`src/rtl/wb_pkg.sv`:
```
// Shared definitions for the register-file writeback path.
//   REG_W / DATA_W : register address and writeback data widths
//   REG_ZERO       : hard-wired zero register, never written
//   wb_entry_t     : one queued writeback (live flag, destination, data)
package wb_pkg;

    localparam int REG_W  = 5;
    localparam int DATA_W = 32;

    localparam logic [REG_W-1:0] REG_ZERO = '0;

    typedef struct packed {
        logic              live;
        logic [REG_W-1:0]  addr;
        logic [DATA_W-1:0] data;
    } wb_entry_t;

endpackage

```
`src/rtl/wb_load_fifo.sv`:
```
// Circular buffer of pending load writebacks.
// Each entry carries a live bit. A live bit is cleared when a younger ALU
// write hits the same register, so the stale load is drained without writing.
// Ports:
//   clk, rst             clock, asynchronous active-high reset
//   push, push_entry     enqueue (ignored when full); push_entry.live is the
//                        requested live state before the kill check
//   pop                  dequeue head (ignored when empty)
//   kill_en, kill_addr   clear live bits of all entries targeting kill_addr,
//                        including an entry pushed in the same cycle
//   chk_addr1/2          CAM lookup addresses; chk_hit1/2 = live match
//   head                 oldest entry (live=0 when empty)
//   count, full, empty   occupancy, dead-but-unpopped entries included
module wb_load_fifo
    import wb_pkg::*;
#(
    parameter int DEPTH = 4
) (
    input  logic                       clk,
    input  logic                       rst,
    input  logic                       push,
    input  wb_entry_t                  push_entry,
    input  logic                       pop,
    input  logic                       kill_en,
    input  logic [REG_W-1:0]           kill_addr,
    input  logic [REG_W-1:0]           chk_addr1,
    input  logic [REG_W-1:0]           chk_addr2,
    output logic                       chk_hit1,
    output logic                       chk_hit2,
    output wb_entry_t                  head,
    output logic [$clog2(DEPTH):0]     count,
    output logic                       full,
    output logic                       empty
);

    localparam int PTR_W = $clog2(DEPTH);
    localparam int CNT_W = PTR_W + 1;

    logic [PTR_W-1:0]  rd_ptr_q, rd_ptr_d;
    logic [PTR_W-1:0]  wr_ptr_q, wr_ptr_d;
    logic [CNT_W-1:0]  count_q, count_d;
    logic [DEPTH-1:0]  live_q, live_d;
    logic [REG_W-1:0]  addr_q [DEPTH];
    logic [REG_W-1:0]  addr_d [DEPTH];
    logic [DATA_W-1:0] data_q [DEPTH];
    logic [DATA_W-1:0] data_d [DEPTH];

    logic push_ok;
    logic pop_ok;

    assign full    = (count_q == CNT_W'(DEPTH));
    assign empty   = (count_q == '0);
    assign count   = count_q;
    assign push_ok = push && !full;
    assign pop_ok  = pop && !empty;

    // Live bits are cleared on pop, so a stale slot always reads as dead.
    assign head = '{live: live_q[rd_ptr_q], addr: addr_q[rd_ptr_q], data: data_q[rd_ptr_q]};

    always_comb begin
        rd_ptr_d = rd_ptr_q;
        wr_ptr_d = wr_ptr_q;
        count_d  = count_q;
        live_d   = live_q;
        addr_d   = addr_q;
        data_d   = data_q;

        if (kill_en) begin
            for (int i = 0; i < DEPTH; i++) begin
                if (addr_q[i] == kill_addr) live_d[i] = 1'b0;
            end
        end

        if (pop_ok) begin
            live_d[rd_ptr_q] = 1'b0;
            rd_ptr_d         = rd_ptr_q + 1'b1;
        end

        // A same-cycle ALU write to the same register is younger in program
        // order, so the incoming load lands already dead.
        if (push_ok) begin
            addr_d[wr_ptr_q] = push_entry.addr;
            data_d[wr_ptr_q] = push_entry.data;
            live_d[wr_ptr_q] = push_entry.live &&
                               !(kill_en && (push_entry.addr == kill_addr));
            wr_ptr_d         = wr_ptr_q + 1'b1;
        end

        case ({push_ok, pop_ok})
            2'b10:   count_d = count_q + 1'b1;
            2'b01:   count_d = count_q - 1'b1;
            default: count_d = count_q;
        endcase
    end

    always_ff @(posedge clk or posedge rst) begin
        if (rst) begin
            rd_ptr_q <= '0;
            wr_ptr_q <= '0;
            count_q  <= '0;
            live_q   <= '0;
        end else begin
            rd_ptr_q <= rd_ptr_d;
            wr_ptr_q <= wr_ptr_d;
            count_q  <= count_d;
            live_q   <= live_d;
        end
    end

    // NOTE: payload storage has no reset; a slot is only observed through its
    // live bit, which is reset, so clearing the data would just cost area.
    always_ff @(posedge clk) begin
        addr_q <= addr_d;
        data_q <= data_d;
    end

    always_comb begin
        chk_hit1 = 1'b0;
        chk_hit2 = 1'b0;
        for (int i = 0; i < DEPTH; i++) begin
            if (live_q[i] && (addr_q[i] == chk_addr1)) chk_hit1 = 1'b1;
            if (live_q[i] && (addr_q[i] == chk_addr2)) chk_hit2 = 1'b1;
        end
        if (chk_addr1 == REG_ZERO) chk_hit1 = 1'b0;
        if (chk_addr2 == REG_ZERO) chk_hit2 = 1'b0;
    end

endmodule

```
`src/rtl/wb_port_arbiter.sv`:
```
// Sole driver of the register-file write port. Merges single-cycle ALU
// results (no backpressure, always win) with buffered load responses, kills
// queued loads overwritten by younger ALU writes, and raises stall_req when
// the load queue is full or a live load has been starved too long.
// Ports:
//   clk, rst                         clock, asynchronous active-high reset
//   alu_valid/alu_reg/alu_data       ALU writeback
//   ld_valid/ld_ready/ld_reg/ld_data load response handshake
//   stall_req                        upstream must hold alu_valid low
//   chk_reg1/2 -> chk_pend1/2        pending live load lookup for decode
//   writeEnb/writeReg/writeData      registered regfile write port
//   proto_err                        sticky: alu_valid seen while stalled
module wb_port_arbiter #(
    parameter int DEPTH      = 4,
    parameter int STARVE_MAX = 8,
    parameter int DATA_W     = wb_pkg::DATA_W,
    parameter int REG_W      = wb_pkg::REG_W
) (
    input  logic              clk,
    input  logic              rst,
    input  logic              alu_valid,
    input  logic [REG_W-1:0]  alu_reg,
    input  logic [DATA_W-1:0] alu_data,
    input  logic              ld_valid,
    output logic              ld_ready,
    input  logic [REG_W-1:0]  ld_reg,
    input  logic [DATA_W-1:0] ld_data,
    output logic              stall_req,
    input  logic [REG_W-1:0]  chk_reg1,
    input  logic [REG_W-1:0]  chk_reg2,
    output logic              chk_pend1,
    output logic              chk_pend2,
    output logic              writeEnb,
    output logic [REG_W-1:0]  writeReg,
    output logic [DATA_W-1:0] writeData,
    output logic              proto_err
);

    import wb_pkg::*;

    localparam int CNT_W = $clog2(DEPTH) + 1;
    localparam int ST_W  = $clog2(STARVE_MAX + 1);

    logic              write_enb_q, write_enb_d;
    logic [REG_W-1:0]  write_reg_q, write_reg_d;
    logic [DATA_W-1:0] write_data_q, write_data_d;
    logic [ST_W-1:0]   starve_q, starve_d;
    logic              proto_err_q, proto_err_d;

    wb_entry_t         push_entry;
    wb_entry_t         head;
    logic [CNT_W-1:0]  fifo_count;
    logic              fifo_full;
    logic              fifo_empty;
    logic              fifo_push;
    logic              fifo_pop;
    logic              alu_win;
    logic              head_write;
    logic              empty_next;

    assign alu_win    = alu_valid && (alu_reg != REG_ZERO);
    assign ld_ready   = !fifo_full;
    // Loads to the zero register complete the handshake but are dropped.
    assign fifo_push  = ld_valid && ld_ready && (ld_reg != REG_ZERO);
    // The ALU owns the port when it writes; otherwise the head drains,
    // dead heads included (those pop without a write).
    assign fifo_pop   = !alu_win && !fifo_empty;
    assign head_write = fifo_pop && head.live;
    assign push_entry = '{live: 1'b1, addr: ld_reg, data: ld_data};

    assign stall_req  = fifo_full || (starve_q >= ST_W'(STARVE_MAX));

    assign empty_next = ((fifo_count == '0) && !fifo_push) ||
                        ((fifo_count == CNT_W'(1)) && fifo_pop && !fifo_push);

    wb_load_fifo #(
        .DEPTH (DEPTH)
    ) u_load_fifo (
        .clk        (clk),
        .rst        (rst),
        .push       (fifo_push),
        .push_entry (push_entry),
        .pop        (fifo_pop),
        .kill_en    (alu_win),
        .kill_addr  (alu_reg),
        .chk_addr1  (chk_reg1),
        .chk_addr2  (chk_reg2),
        .chk_hit1   (chk_pend1),
        .chk_hit2   (chk_pend2),
        .head       (head),
        .count      (fifo_count),
        .full       (fifo_full),
        .empty      (fifo_empty)
    );

    always_comb begin
        write_enb_d  = 1'b0;
        write_reg_d  = write_reg_q;
        write_data_d = write_data_q;

        if (alu_win) begin
            write_enb_d  = 1'b1;
            write_reg_d  = alu_reg;
            write_data_d = alu_data;
        end else if (head_write) begin
            write_enb_d  = 1'b1;
            write_reg_d  = head.addr;
            write_data_d = head.data;
        end
    end

    always_comb begin
        starve_d = starve_q;
        if (head_write || empty_next) begin
            starve_d = '0;
        end else if (!fifo_empty && head.live && alu_win &&
                     (starve_q < ST_W'(STARVE_MAX))) begin
            starve_d = starve_q + 1'b1;
        end
    end

    // The ALU still wins while stalled; the violation is only recorded.
    assign proto_err_d = proto_err_q || (alu_valid && stall_req);

    // NOTE: state registers use non-blocking assignments so every flop
    // samples the pre-edge values computed by the combinational blocks.
    always_ff @(posedge clk or posedge rst) begin
        if (rst) begin
            write_enb_q  <= 1'b0;
            write_reg_q  <= '0;
            write_data_q <= '0;
            starve_q     <= '0;
            proto_err_q  <= 1'b0;
        end else begin
            write_enb_q  <= write_enb_d;
            write_reg_q  <= write_reg_d;
            write_data_q <= write_data_d;
            starve_q     <= starve_d;
            proto_err_q  <= proto_err_d;
        end
    end

    assign writeEnb  = write_enb_q;
    assign writeReg  = write_reg_q;
    assign writeData = write_data_q;
    assign proto_err = proto_err_q;

endmodule

```
`config.mk`:
```
export PLATFORM = sky130hd
export DESIGN_NAME = wb_port_arbiter
export DESIGN_NICKNAME = d
export VERILOG_FILES = /design/src/rtl/wb_pkg.sv /design/src/rtl/wb_load_fifo.sv /design/src/rtl/wb_port_arbiter.sv
export SDC_FILE = /design/constraint.sdc
export NUM_CORES = 1
export LEC_CHECK = 0
export ABC_AREA = 1
export CORE_MARGIN = 10
export CORE_UTILIZATION = 57
export CTS_CLUSTER_SIZE = 10
export DETAILED_ROUTE_END_ITERATION = 12
export DONT_BUFFER_PORTS = 1
export PLACE_DENSITY = 0.85
export SKIP_LAST_GASP = 1
export SLEW_MARGIN = 25
export SYNTH_ARGS = -nofsm -noshare
export SYNTH_HDL_FRONTEND = slang
export SYNTH_SLANG_ARGS = --single-unit
```
`constraint.sdc`:
```
create_clock -name clk -period 3.3 [get_ports clk]
set_clock_uncertainty 0.05 [all_clocks]
set_input_delay 0.165 -clock clk [delete_from_list [all_inputs] [get_ports clk]]
set_output_delay 0.165 -clock clk [all_outputs]
set_load 0.1 [all_outputs]
```
==> flow_summary.toml <==
[global_routing]
grt_pass1_wl_mm = 40.4
grt_max_degree = 86
track_usage_pct = 22.6
antenna_found_initial = 2
grt_pass1_vias = 7412
grt_overflow = 0

[detailed_routing]
ant_nets = 0
vias = 7327
drt_iter0_drc = 786
wl_per_cell_um = 20.1
firstDrtPassIters = 5
wl_mm = 25.8
routed_via_density = 5.69
drc = 0

[pwr]
power.density_nw_per_um2 = 962
power_leakage_nw = 4.70
ir_drop_mv = 0.699

[synthesis]
synth_top_area_share_pct = 46.5
syn-num-nets = 1078
yosys-top-cells-area = "edfxtp_1 (47%), dfrtp_1 (14%), nand2_1 (8.4%), inv_1 (4.4%), nor2_1 (4.1%)"
syn_area_per_cell_um2 = 9.80
postSynthCellCount = 975
synth_top_area_cell = "edfxtp_1"
syn_area_um2 = 9550
synth.distinct_cells = 32
ys_seq_area_share_pct = 60.7
ys_ff_latch = 202
yosysWarnings = 0

[sta]
slew_headroom_pct = 32.1
rsz0062_at_grt = "no"
hold_violations = 0
setup_viol = 0
slew_violations = 0
period_share_pct = 77.7
finalCriticalPeriod_ns = 2.56
worstMarginPinSlew_ns = 1.02
fin_ws_ns = 0.736
fmax_ghz = 0.390

[cells_and_area]
drive_gt1_share_pct = 5.93
regArea_um2 = 5800
syn2layout_area_growth_pct = 17.6
n_fill_cell = 1150
nets = 1148
postLayoutCoreUtil_pct = 68.0
multi_input_comb_area_um2 = 3100

[setup_path]
worstPathArrival_ns = 2.71
crit_buf_inv = 2
required_ns = 3.45
cp_slowest_stage_delay_ns = 0.65
rrSetupSlack_ns = 0.74
critPathCaptureType = "register"
cp_common_cell = "nand2_1"
crit_type = "reg -> reg"
cp_slowest_cell = "nor2_4"
cp_max_fo = 21
cp_top_family = "simple AND/OR/NAND/NOR gates"
cp_cell_sequence = "inv_1 -> ha_1 -> nand2_1 -> and2_1 -> nand2_1 -> nor2_4 -> buf_12"
startpoint_type = "register"

[placed_design]
hpwlAfterDp_mm = 16.0
gp_routability_congestion = 0.919
portBuffers = 0
post-place-ws_ns = 0.752

[clocking]
cts_tree = "yes"
root_buffer = "clkbuf_16"
cts_buffers = 24
max-clock-path-buffers = 3
clkSlewWorstSetupHoldPaths_ns = 0.06
h-tree-depth = 1
ctsResizeCount = 0
cts_sinks = 202
clock_latency_ns = 0.50
postCtsSetupRepairBufs = 0

[die]
dieArea_um2 = 22300
fp.dieH_um = 149
initial_utilization_pct = 57.8
io_pins = 131
coreArea_um2 = 16500
die_w_um = 149
num_rows = 47

[hold_path]
hp-class = "in -> reg"

[status]
status = "completed"

[run]
max_cap_violations = 0
[cells by family after synthesis]
logic type | share of synthesized area, %
xor gates and xnor gates | 2.93
buffers and inverters | 7.28
DFF | 60.7
AOI/OAI and AO/OA | 10.6
and+or+nand+nor | 16.6
adders and majority gates | 1.96
[through the flow]
step	std cells	hold slack (ns)	TNS, ns	cell area, um2	power, W
global placement	1163	0.136	0	9760	0.00819
floorplan	975	0.214	-91.37	9550	0.00758
finish	1287	0.0181	0	11200	0.0108
detailed placement	1163	0.151	0	9760	0.00832
CTS	1283	0.00138	0	11200	0.0108
global route	1285	0.0494	0	11200	0.0113
[report_power, final]
group	total, W	switching (W)	internal, W	leakage, nW
clock	0.00235	0.000966	0.00139	0.334
combinational	0.00276	0.00188	0.000886	2.36
sequential	0.00569	0.00229	0.00340	2.00
[worst min-delay path, cell delays in order]
cell,delay (ns)
xor2_1,0.05
nor2_1,0.08
nand3_1,0.10
nand2_1,0.08
nand2_1,0.05
[cells in the mapped netlist]
cell type and instances:
buf_1 1, buf_2 18, clkinv_2 1, nor3_1 21, nor2_8 1, nand2_2 1, a31oi_1 32, nand4_1 4
nand2_1 214, nor2_1 104, o211ai_1 33, or2_2 1, buf_4 3, buf_6 6, nand3_2 1, a21oi_1 51
nor2_4 1, ha_1 15, a21o_1 1, inv_1 112, dfrtp_1 54, nand3_1 33, clkbuf_1 19, nor2_2 2
xnor2_1 9, o21ai_0 55, nand2_4 2, and2_1 1, o22ai_1 4, inv_2 4, xor2_1 23, edfxtp_1 148
[cell usage in the layout, fill, tap and decap left out, drive strengths merged, types with 4 or more instances in the layout]
cell type	instances
diode	4
o211ai	33
nand4	4
nand2	217
xnor2	9
clkinv	4
xor2	23
buf	15
nor3	21
ha	15
edfxtp	148
nand3	34
dfrtp	54
inv	115
a21oi	51
dlygate4sd3	76
clkbuf	42
o21ai	55
o22ai	4
nor2	108
a31oi	32
[layer usage]
metal	global-route usage [%]	wire length, um	vias to the layer above
li1	-	-	3416
met4	7.95	731	0
met2	38.5	12800	389
met3	4.92	2440	65
met1	27.9	9810	3457
met5	0	0	-
[final timing paths]
| kind | endpoint | cells past startpoint | start |
|---|---|---|---|
| setup / recovery | u_load_fifo.data_q[10]$_DFFE_PP_ | 7 | u_load_fifo.count[0]$_DFFE_PP0P_ |
| hold / removal | u_load_fifo.live_q[2]$_DFF_PP0_ | 5 | alu_reg[0] |
| setup reg to reg | u_load_fifo.data_q[10]$_DFFE_PP_ | 7 | u_load_fifo.count[0]$_DFFE_PP0P_ |
| hold reg to reg | u_load_fifo.count[2]$_DFFE_PP0P_ | 2 | u_load_fifo.count[2]$_DFFE_PP0P_ |
| max in group asynchronous | proto_err$_DFF_PP0_ | 3 | rst |
| min in group asynchronous | writeData[28]$_DFFE_PP0P_ | 2 | rst |
[state kept, by name, indices dropped and copies added (netlist names)]
| register | count |
|---|---|
| proto_err | 1 |
| starve_q | 4 |
| u_load_fifo.addr_q | 20 |
| u_load_fifo.count | 3 |
| u_load_fifo.data_q | 128 |
| u_load_fifo.live_q | 4 |
| u_load_fifo.rd_ptr_q | 2 |
| u_load_fifo.wr_ptr_q | 2 |
| writeData | 32 |
| writeEnb | 1 |
| writeReg | 5 |
[cell type report]
class	instances	share of cell area [%]
Tap cell	220	2.45
Inverter	117	3.93
Clock buffer	42	6.04
Antenna cell	4	0.0891
Multi-Input combinational cell	609	27.6
Clock inverter	2	0.223
Timing Repair Buffer	91	8.11
Sequential cell	202	51.6
[timing repair]
item / in CTS / in global routing
endpoints found under the hold margin: 222 / 0
setup endpoints to repair: 0 / 0
hold buffers: 76 / 0
Note: power is estimated with default switching activity, not from simulation.
